[src/rtl/sprite_compositor_pkg.sv]
// Shared constants and types for the sprite compositor and its channels.
package sprite_compositor_pkg;

    // Pixel coordinate widths from the VGA timing generator (640x480 visible).
    localparam int X_W     = 10;
    localparam int Y_W     = 9;

    // Per-channel sprite dimension width (1..127) and scroll-speed width.
    localparam int DIM_W   = 7;
    localparam int SPEED_W = 4;

    // Reload column for a scrolled sprite that has left the screen.
    localparam int DEFAULT_WRAP_X = 740;

    // Colour constants: opaque pixels are black, empty pixels are white.
    localparam logic [11:0] DEFAULT_FG = 12'h000;
    localparam logic [11:0] DEFAULT_BG = 12'hfff;

    // Which source decides the colour of a stage-2 pixel.
    typedef enum logic [1:0] {
        SEL_BLANK,
        SEL_EMPTY,
        SEL_SPRITE,
        SEL_BGRAM
    } pix_sel_e;

endpackage

[src/rtl/sprite_compositor_channel.sv]
// One sprite channel: position register with scroll/wrap, in-box test
// against the current pixel, and the row-major sprite ROM address counter.
module sprite_compositor_channel
    import sprite_compositor_pkg::*;
#(
    parameter int COORD_W = 11,
    parameter int ADDR_W  = 13,
    parameter int WRAP_X  = DEFAULT_WRAP_X
) (
    input  logic                      clk,
    input  logic                      reset,
    input  logic                      pix_en,
    input  logic                      frame_end,
    input  logic [X_W-1:0]            x,
    input  logic [Y_W-1:0]            y,
    input  logic                      load,
    input  logic signed [COORD_W-1:0] x_in,
    input  logic signed [COORD_W-1:0] y_in,
    input  logic [DIM_W-1:0]          w,
    input  logic [DIM_W-1:0]          h,
    input  logic                      en,
    input  logic                      scroll,
    input  logic [SPEED_W-1:0]        scroll_speed,
    output logic                      in_box,
    output logic [ADDR_W-1:0]         addr
);

    // One extra bit so that sx+w and x-speed never overflow for negative positions.
    localparam int CW = COORD_W + 1;

    logic signed [COORD_W-1:0] pos_x_q, pos_x_d;
    logic signed [COORD_W-1:0] pos_y_q, pos_y_d;
    logic [ADDR_W-1:0]         cnt_q, cnt_d;

    logic signed [CW-1:0] sx, sy, px, py, wx, hy, spd, moved, neg_w;

    assign sx    = {{(CW-COORD_W){pos_x_q[COORD_W-1]}}, pos_x_q};
    assign sy    = {{(CW-COORD_W){pos_y_q[COORD_W-1]}}, pos_y_q};
    assign px    = {{(CW-X_W){1'b0}}, x};
    assign py    = {{(CW-Y_W){1'b0}}, y};
    assign wx    = {{(CW-DIM_W){1'b0}}, w};
    assign hy    = {{(CW-DIM_W){1'b0}}, h};
    assign spd   = {{(CW-SPEED_W){1'b0}}, scroll_speed};
    assign moved = sx - spd;
    assign neg_w = -wx;

    assign in_box = en && (sx <= px) && (px < sx + wx) && (sy <= py) && (py < sy + hy);
    assign addr   = cnt_q;

    // Next position (load beats scroll) and next address count, all gated by pix_en.
    always_comb begin
        pos_x_d = pos_x_q;
        pos_y_d = pos_y_q;
        cnt_d   = cnt_q;
        if (pix_en) begin
            if (load) begin
                pos_x_d = x_in;
                pos_y_d = y_in;
            end else if (frame_end && scroll) begin
                if (moved < neg_w) begin
                    pos_x_d = COORD_W'(WRAP_X);
                end else begin
                    pos_x_d = moved[COORD_W-1:0];
                end
            end
            if (frame_end) begin
                cnt_d = '0;
            end else if (in_box && (cnt_q != '1)) begin
                cnt_d = cnt_q + 1'b1;
            end
        end
    end

    // Channel state registers; sprites park off-screen at the wrap column after reset.
    always_ff @(posedge clk or negedge reset) begin
        if (!reset) begin
            pos_x_q <= COORD_W'(WRAP_X);
            pos_y_q <= '0;
            cnt_q   <= '0;
        end else begin
            pos_x_q <= pos_x_d;
            pos_y_q <= pos_y_d;
            cnt_q   <= cnt_d;
        end
    end

endmodule

[src/rtl/sprite_compositor.sv]
// Multi-sprite compositor: per-channel sprite logic, two-stage pixel
// pipeline, fixed-priority colour selection and per-frame collision flag.
module sprite_compositor
    import sprite_compositor_pkg::*;
#(
    parameter int                 NUM_SPRITES = 4,
    parameter int                 COORD_W     = 11,
    parameter int                 ADDR_W      = 13,
    parameter int                 COLOR_W     = 12,
    parameter logic [COLOR_W-1:0] FG_COLOR    = COLOR_W'(DEFAULT_FG),
    parameter logic [COLOR_W-1:0] BG_COLOR    = COLOR_W'(DEFAULT_BG),
    parameter int                 WRAP_X      = DEFAULT_WRAP_X
) (
    input  logic                              clk,
    input  logic                              reset,
    input  logic                              pix_en,
    input  logic                              frame_end,
    input  logic                              active,
    input  logic [X_W-1:0]                    x,
    input  logic [Y_W-1:0]                    y,
    input  logic [NUM_SPRITES-1:0]            spr_load,
    input  logic [NUM_SPRITES*COORD_W-1:0]    spr_x_in,
    input  logic [NUM_SPRITES*COORD_W-1:0]    spr_y_in,
    input  logic [NUM_SPRITES*DIM_W-1:0]      spr_w,
    input  logic [NUM_SPRITES*DIM_W-1:0]      spr_h,
    input  logic [NUM_SPRITES-1:0]            spr_en,
    input  logic [NUM_SPRITES-1:0]            spr_scroll,
    input  logic [SPEED_W-1:0]                scroll_speed,
    output logic [NUM_SPRITES*ADDR_W-1:0]     rom_addr,
    input  logic [NUM_SPRITES-1:0]            rom_data,
    input  logic                              bg_data,
    output logic [COLOR_W-1:0]                rgb,
    output logic                              active_out,
    output logic                              collision
);

    logic [NUM_SPRITES-1:0] in_box;
    logic [NUM_SPRITES-1:0] in_box_q, in_box_d;
    logic                   active_q, active_d;
    logic [COLOR_W-1:0]     rgb_q, rgb_d;
    logic                   active_out_q, active_out_d;
    logic                   hit_acc_q, hit_acc_d;
    logic                   collision_q, collision_d;

    logic [NUM_SPRITES-1:0] opaque;
    logic                   hit;
    pix_sel_e               sel;

    for (genvar i = 0; i < NUM_SPRITES; i++) begin : g_chan
        sprite_compositor_channel #(
            .COORD_W (COORD_W),
            .ADDR_W  (ADDR_W),
            .WRAP_X  (WRAP_X)
        ) u_chan (
            .clk          (clk),
            .reset        (reset),
            .pix_en       (pix_en),
            .frame_end    (frame_end),
            .x            (x),
            .y            (y),
            .load         (spr_load[i]),
            .x_in         (spr_x_in[i*COORD_W +: COORD_W]),
            .y_in         (spr_y_in[i*COORD_W +: COORD_W]),
            .w            (spr_w[i*DIM_W +: DIM_W]),
            .h            (spr_h[i*DIM_W +: DIM_W]),
            .en           (spr_en[i]),
            .scroll       (spr_scroll[i]),
            .scroll_speed (scroll_speed),
            .in_box       (in_box[i]),
            .addr         (rom_addr[i*ADDR_W +: ADDR_W])
        );
    end

    // The player (channel 0) colliding with any obstacle channel on the same pixel.
    assign opaque = in_box_q & rom_data;
    assign hit    = opaque[0] & (|opaque[NUM_SPRITES-1:1]);

    assign rgb        = rgb_q;
    assign active_out = active_out_q;
    assign collision  = collision_q;

    // Pick the colour source: blanking, any opaque sprite, background bit, else empty.
    always_comb begin
        sel = SEL_EMPTY;
        if (!active_q) begin
            sel = SEL_BLANK;
        end else if (|opaque) begin
            sel = SEL_SPRITE;
        end else if (bg_data) begin
            sel = SEL_BGRAM;
        end
    end

    // Pipeline and collision next-state; nothing moves unless pix_en is high.
    always_comb begin
        in_box_d     = in_box_q;
        active_d     = active_q;
        rgb_d        = rgb_q;
        active_out_d = active_out_q;
        hit_acc_d    = hit_acc_q;
        collision_d  = collision_q;
        if (pix_en) begin
            in_box_d     = in_box;
            active_d     = active;
            active_out_d = active_q;
            case (sel)
                SEL_SPRITE: rgb_d = FG_COLOR;
                SEL_BGRAM:  rgb_d = FG_COLOR;
                SEL_EMPTY:  rgb_d = BG_COLOR;
                default:    rgb_d = '0;
            endcase
            if (frame_end) begin
                collision_d = hit_acc_q | hit;
                hit_acc_d   = 1'b0;
            end else if (hit) begin
                hit_acc_d   = 1'b1;
            end
        end
    end

    // Pipeline, output and collision registers.
    always_ff @(posedge clk or negedge reset) begin
        if (!reset) begin
            in_box_q     <= '0;
            active_q     <= 1'b0;
            rgb_q        <= '0;
            active_out_q <= 1'b0;
            hit_acc_q    <= 1'b0;
            collision_q  <= 1'b0;
        end else begin
            in_box_q     <= in_box_d;
            active_q     <= active_d;
            rgb_q        <= rgb_d;
            active_out_q <= active_out_d;
            hit_acc_q    <= hit_acc_d;
            collision_q  <= collision_d;
        end
    end

endmodule

[config.mk]
export PLATFORM = sky130hd
export DESIGN_NAME = sprite_compositor
export DESIGN_NICKNAME = d
export VERILOG_FILES = /design/src/rtl/sprite_compositor_pkg.sv /design/src/rtl/sprite_compositor_channel.sv /design/src/rtl/sprite_compositor.sv
export SDC_FILE = /design/constraint.sdc
export NUM_CORES = 1
export LEC_CHECK = 0
export ABC_CLOCK_PERIOD_IN_PS = 3900
export BUFFER_PORTS_ARGS = -buffer_cell sky130_fd_sc_hd__buf_2
export CAP_MARGIN = 10
export CORE_MARGIN = 2
export CORE_UTILIZATION = 41
export DETAILED_ROUTE_END_ITERATION = 16
export HOLD_SLACK_MARGIN = 0.08
export SLEW_MARGIN = 25
export SYNTH_ARGS = -nofsm -noshare
export SYNTH_HDL_FRONTEND = slang
export SYNTH_SLANG_ARGS = --single-unit
[constraint.sdc]
create_clock -name clk -period 3.9 [get_ports clk]
set_input_delay 0.78 -clock clk [delete_from_list [all_inputs] [get_ports clk]]
set_output_delay 0.78 -clock clk [all_outputs]
set_load 0.05 [all_outputs]
==> impl_metrics.py <==
metrics = {
    "global_routing": {
        "antenna_found_initial": 9,
        "grt_max_degree": 61,
        "grt_pass1_wl_um": 79000,
        "track_usage_pct": 25.5,
        "grt_pass1_vias": 15100,
        "grt.overflow.total": 0,
    },
    "synth": {
        "synth_compound_area_share_pct": 23.0,
        "synth.area.top_cells": "ha_1 (21%), dfrtp_1 (21%), xor2_1 (3.9%)",
        "yosysSeqAreaShare_pct": 23.9,
        "synth_top_area_share_pct": 21.4,
        "ys_async_sr_fraction_pct": 100,
        "syn_avg_cell_area_sq_um": 8.90,
        "yosys.area_share.xor_xnor_pct": 6.48,
        "synth_largest_area_cell": "ha_1",
        "synth.area.mux_share_pct": 3.52,
        "synthCells": 1763,
        "synth_fa_ha_area_share_pct": 22.9,
        "synthTopCellsByCount": "ha_1 (268), dfrtp_1 (129), inv_1 (120), a21oi_1 (113), nand2_1 (105)",
        "synth_edf_count": 0,
        "ys.flop_type": "dfrtp_1",
        "synth_cell_types": 77,
        "ys_seq_elements": 149,
        "synth_top_family_by_area": "compound AO/OA/AOI/OAI gates",
        "yosys_warnings": 0,
        "synthesis.area_sq_um": 15700,
        "synth_nets": 2232,
        "yosysMostFrequentCell": "ha_1",
        "yosys.area_share.simple_pct": 15.5,
    },
    "sta": {
        "setup_viol": 14,
        "rsz0062_at_grt": "yes",
        "fin_ws_ps": -171,
        "hold_viol": 0,
        "period_needed_ps": 4070,
        "skew_ps": 11.2,
        "worst_pin_slew_ps": 926,
        "fmax_mhz": 246,
        "finalCritPeriodShare_pct": 104,
        "slew_viol_final": 0,
        "hold_ws_ps": 288,
        "slew_headroom_pct": 38.2,
    },
    "clock_network": {
        "cts_buffers": 17,
        "hold_buffers": 0,
        "cts_root_buf": "clkbuf_16",
        "cts_max_path_buffers": 2,
        "cts_tree": "yes",
        "clk_pin_slew_ps": 70,
        "h-tree-depth": 4,
        "clock-sinks": 149,
        "insertion_delay_ps": 460,
    },
    "place": {
        "dp_cells": 2724,
        "io_buffers": 254,
        "gp_congestion": 0.899,
        "hpwl_um": 40600,
    },
    "drt": {
        "wirelength_um": 50400,
        "vias_per_cell": 5.45,
        "drc_errors": 0,
        "dr.pass1.iters": 5,
        "wl_per_cell_um": 18.2,
        "detail-route-antenna-nets": 0,
        "vias": 15100,
        "drt_iter0_drc": 641,
    },
    "flow_run": {
        "drv_cap": 0,
    },
    "min_path": {
        "min-delay-path-class": "in2async",
    },
    "power": {
        "peakVddDrop_v": 0.000370,
        "p_leak_nw": 10.3,
        "power_density_nw_per_um2": 421,
    },
    "critical_path": {
        "worstPathMaxFanout": 6,
        "r2r_cells": 17,
        "end_kind": "register",
        "crit_end": "g_chan[1].u_chan.addr[0]$_DFFE_PN0P_",
        "startpoint": "g_chan[1].u_chan.pos_x_q[2]$_DFFE_PN1P_",
        "reg2reg_from": "g_chan[1].u_chan.pos_x_q[2]$_DFFE_PN1P_",
        "arrival_ps": 4410,
        "ff2ff_setup_slack_ps": -170,
        "start_kind": "register",
        "crit_type": "reg2reg",
        "timing.rr.end": "g_chan[1].u_chan.addr[0]$_DFFE_PN0P_",
        "required_ps": 4240,
    },
    "die": {
        "die_y_um": 200,
        "die_w_um": 200,
        "num_rows": 71,
        "initial_core_util_pct": 41.7,
        "die_area_sq_um": 39900,
        "io_pins": 255,
        "core_sq_um": 37700,
    },
    "outcome": {
        "status": "finished, violations left",
        "violations": "setup timing",
    },
    "layout": {
        "layout.nets": 2711,
        "fillers": 3599,
        "synthToLayoutAreaGrowth_pct": 30.7,
        "multi_input_area_sq_um": 11800,
        "seq_area_sq_um": 3750,
        "fin_cells": 2773,
        "layout-drive-gt1-share_pct": 32.8,
    },
}
[what timing repair did]
item,CTS,global route
endpoints found under the setup margin,45,90
buffers inserted,2,4
gates cloned,1,3
pin swaps,8,29
gates resized for setup,30,64
[flip-flops by register name (all words and copies together), names as in the netlist]
name and flops:
collision 1, active_q 1, rgb 1, g_chan.u_chan.pos_y_q 44, active_out 1, hit_acc_q 1, g_chan.u_chan.pos_x_q 44, g_chan.u_chan.addr 52
in_box_q 4
[power breakdown]
| group | switching, mW | internal (mW) |
|---|---|---|
| clock network | 0.814 | 0.906 |
| registers | 0.307 | 1.78 |
| logic | 2.46 | 2.36 |
| total | 3.58 | 5.04 |
[critical path, stage by stage, from the launching register on]
cell and delay, ps:
dfstp_2 560, ha_4 200, nand2_2 70, o21ai_2 70
o21a_1 210, o21ai_2 150, nand2b_1 80, a21o_1 180
xnor2_1 130, ha_1 330, a2111oi_4 290, o21ai_1 110
a21o_1 170, o311a_1 110, or4_4 460, or3_4 390
a2bb2oi_4 180, mux2_4 280
[worst min-delay path by stage]
stage / startpoint / to / slack [ps] / cells past startpoint
final: reset / g_chan[1].u_chan.addr[8]$_DFFE_PN0P_ / 290 / 1
after global routing: reset / g_chan[1].u_chan.addr[7]$_DFFE_PN0P_ / 330 / 1
after CTS: reset / g_chan[1].u_chan.addr[8]$_DFFE_PN0P_ / 310 / 1
after detailed placement: in_box_q[2]$_DFFE_PN0P_ / in_box_q[2]$_DFFE_PN0P_ / 470 / 1
after global placement: in_box_q[2]$_DFFE_PN0P_ / in_box_q[2]$_DFFE_PN0P_ / 470 / 1
after floorplan: in_box_q[2]$_DFFE_PN0P_ / in_box_q[2]$_DFFE_PN0P_ / 450 / 1
[cell usage in the layout (no fill, tap or decap), types with 16 or more instances in the layout]
cell and instances:
ha_1 260, buf_2 253, buf_4 247, dfrtp_1 129
inv_1 119, nand2_1 104, a21oi_1 96, nor2_1 83
o21ai_0 79, a21o_1 78, xor2_1 70, nand3_1 50
nand2b_1 47, mux2_2 47, xnor2_1 46, nor3_1 36
o21a_1 28, a211oi_1 25, o211ai_1 21, or2_2 20
dfstp_2 20, or3_1 17, a22oi_1 17, nand4_1 17
clkbuf_16 17, a21oi_2 16
[cells by family after synthesis]
logic type / after synthesis
buffers and inverters: 175
multiplexers: 49
flip-flops: 149
AO/OA/AOI/OAI: 523
adder cells (fa/ha/maj): 280
AND/OR/NAND/NOR: 471
XOR/XNOR: 116
[final cells by class]
class                   count  share of cell area, %
multi-input cells        1442                   57.4
diodes                      7                 0.0854
clock inverters            15                  0.806
repair buffers            512                   16.0
well taps                 511                   3.12
inverters                 120                   2.22
clock buffers              17                   2.08
flip-flops and latches    149                   18.3
[routing by layer]
layer | up-vias | track usage [%] | part of all wire, %
met5 | - | 0 | 0.063
met1 | 7245 | 32.8 | 45
met2 | 297 | 43.5 | 48
met4 | 6 | 8.56 | 2.4
li1 | 7497 | - | -
met3 | 65 | 4.15 | 4.4
[stage by stage]
stage / total power [mW] / TNS, ps / util [%] / worst slack (ps) / area, sq um
global route: 9.36 / -6430 / 54.4 / -322 / 20500
CTS: 8.49 / -1780 / 53.4 / -172 / 20100
floorplan: 4.94 / -5050 / - / -428 / 15800
finish: 8.63 / -1590 / 54.4 / -171 / 20500
global placement: 6.54 / -42490 / 51.4 / -918 / 19400
detailed placement: 6.67 / -46410 / 51.4 / -993 / 19400
Power figures use the tool's default switching activity.
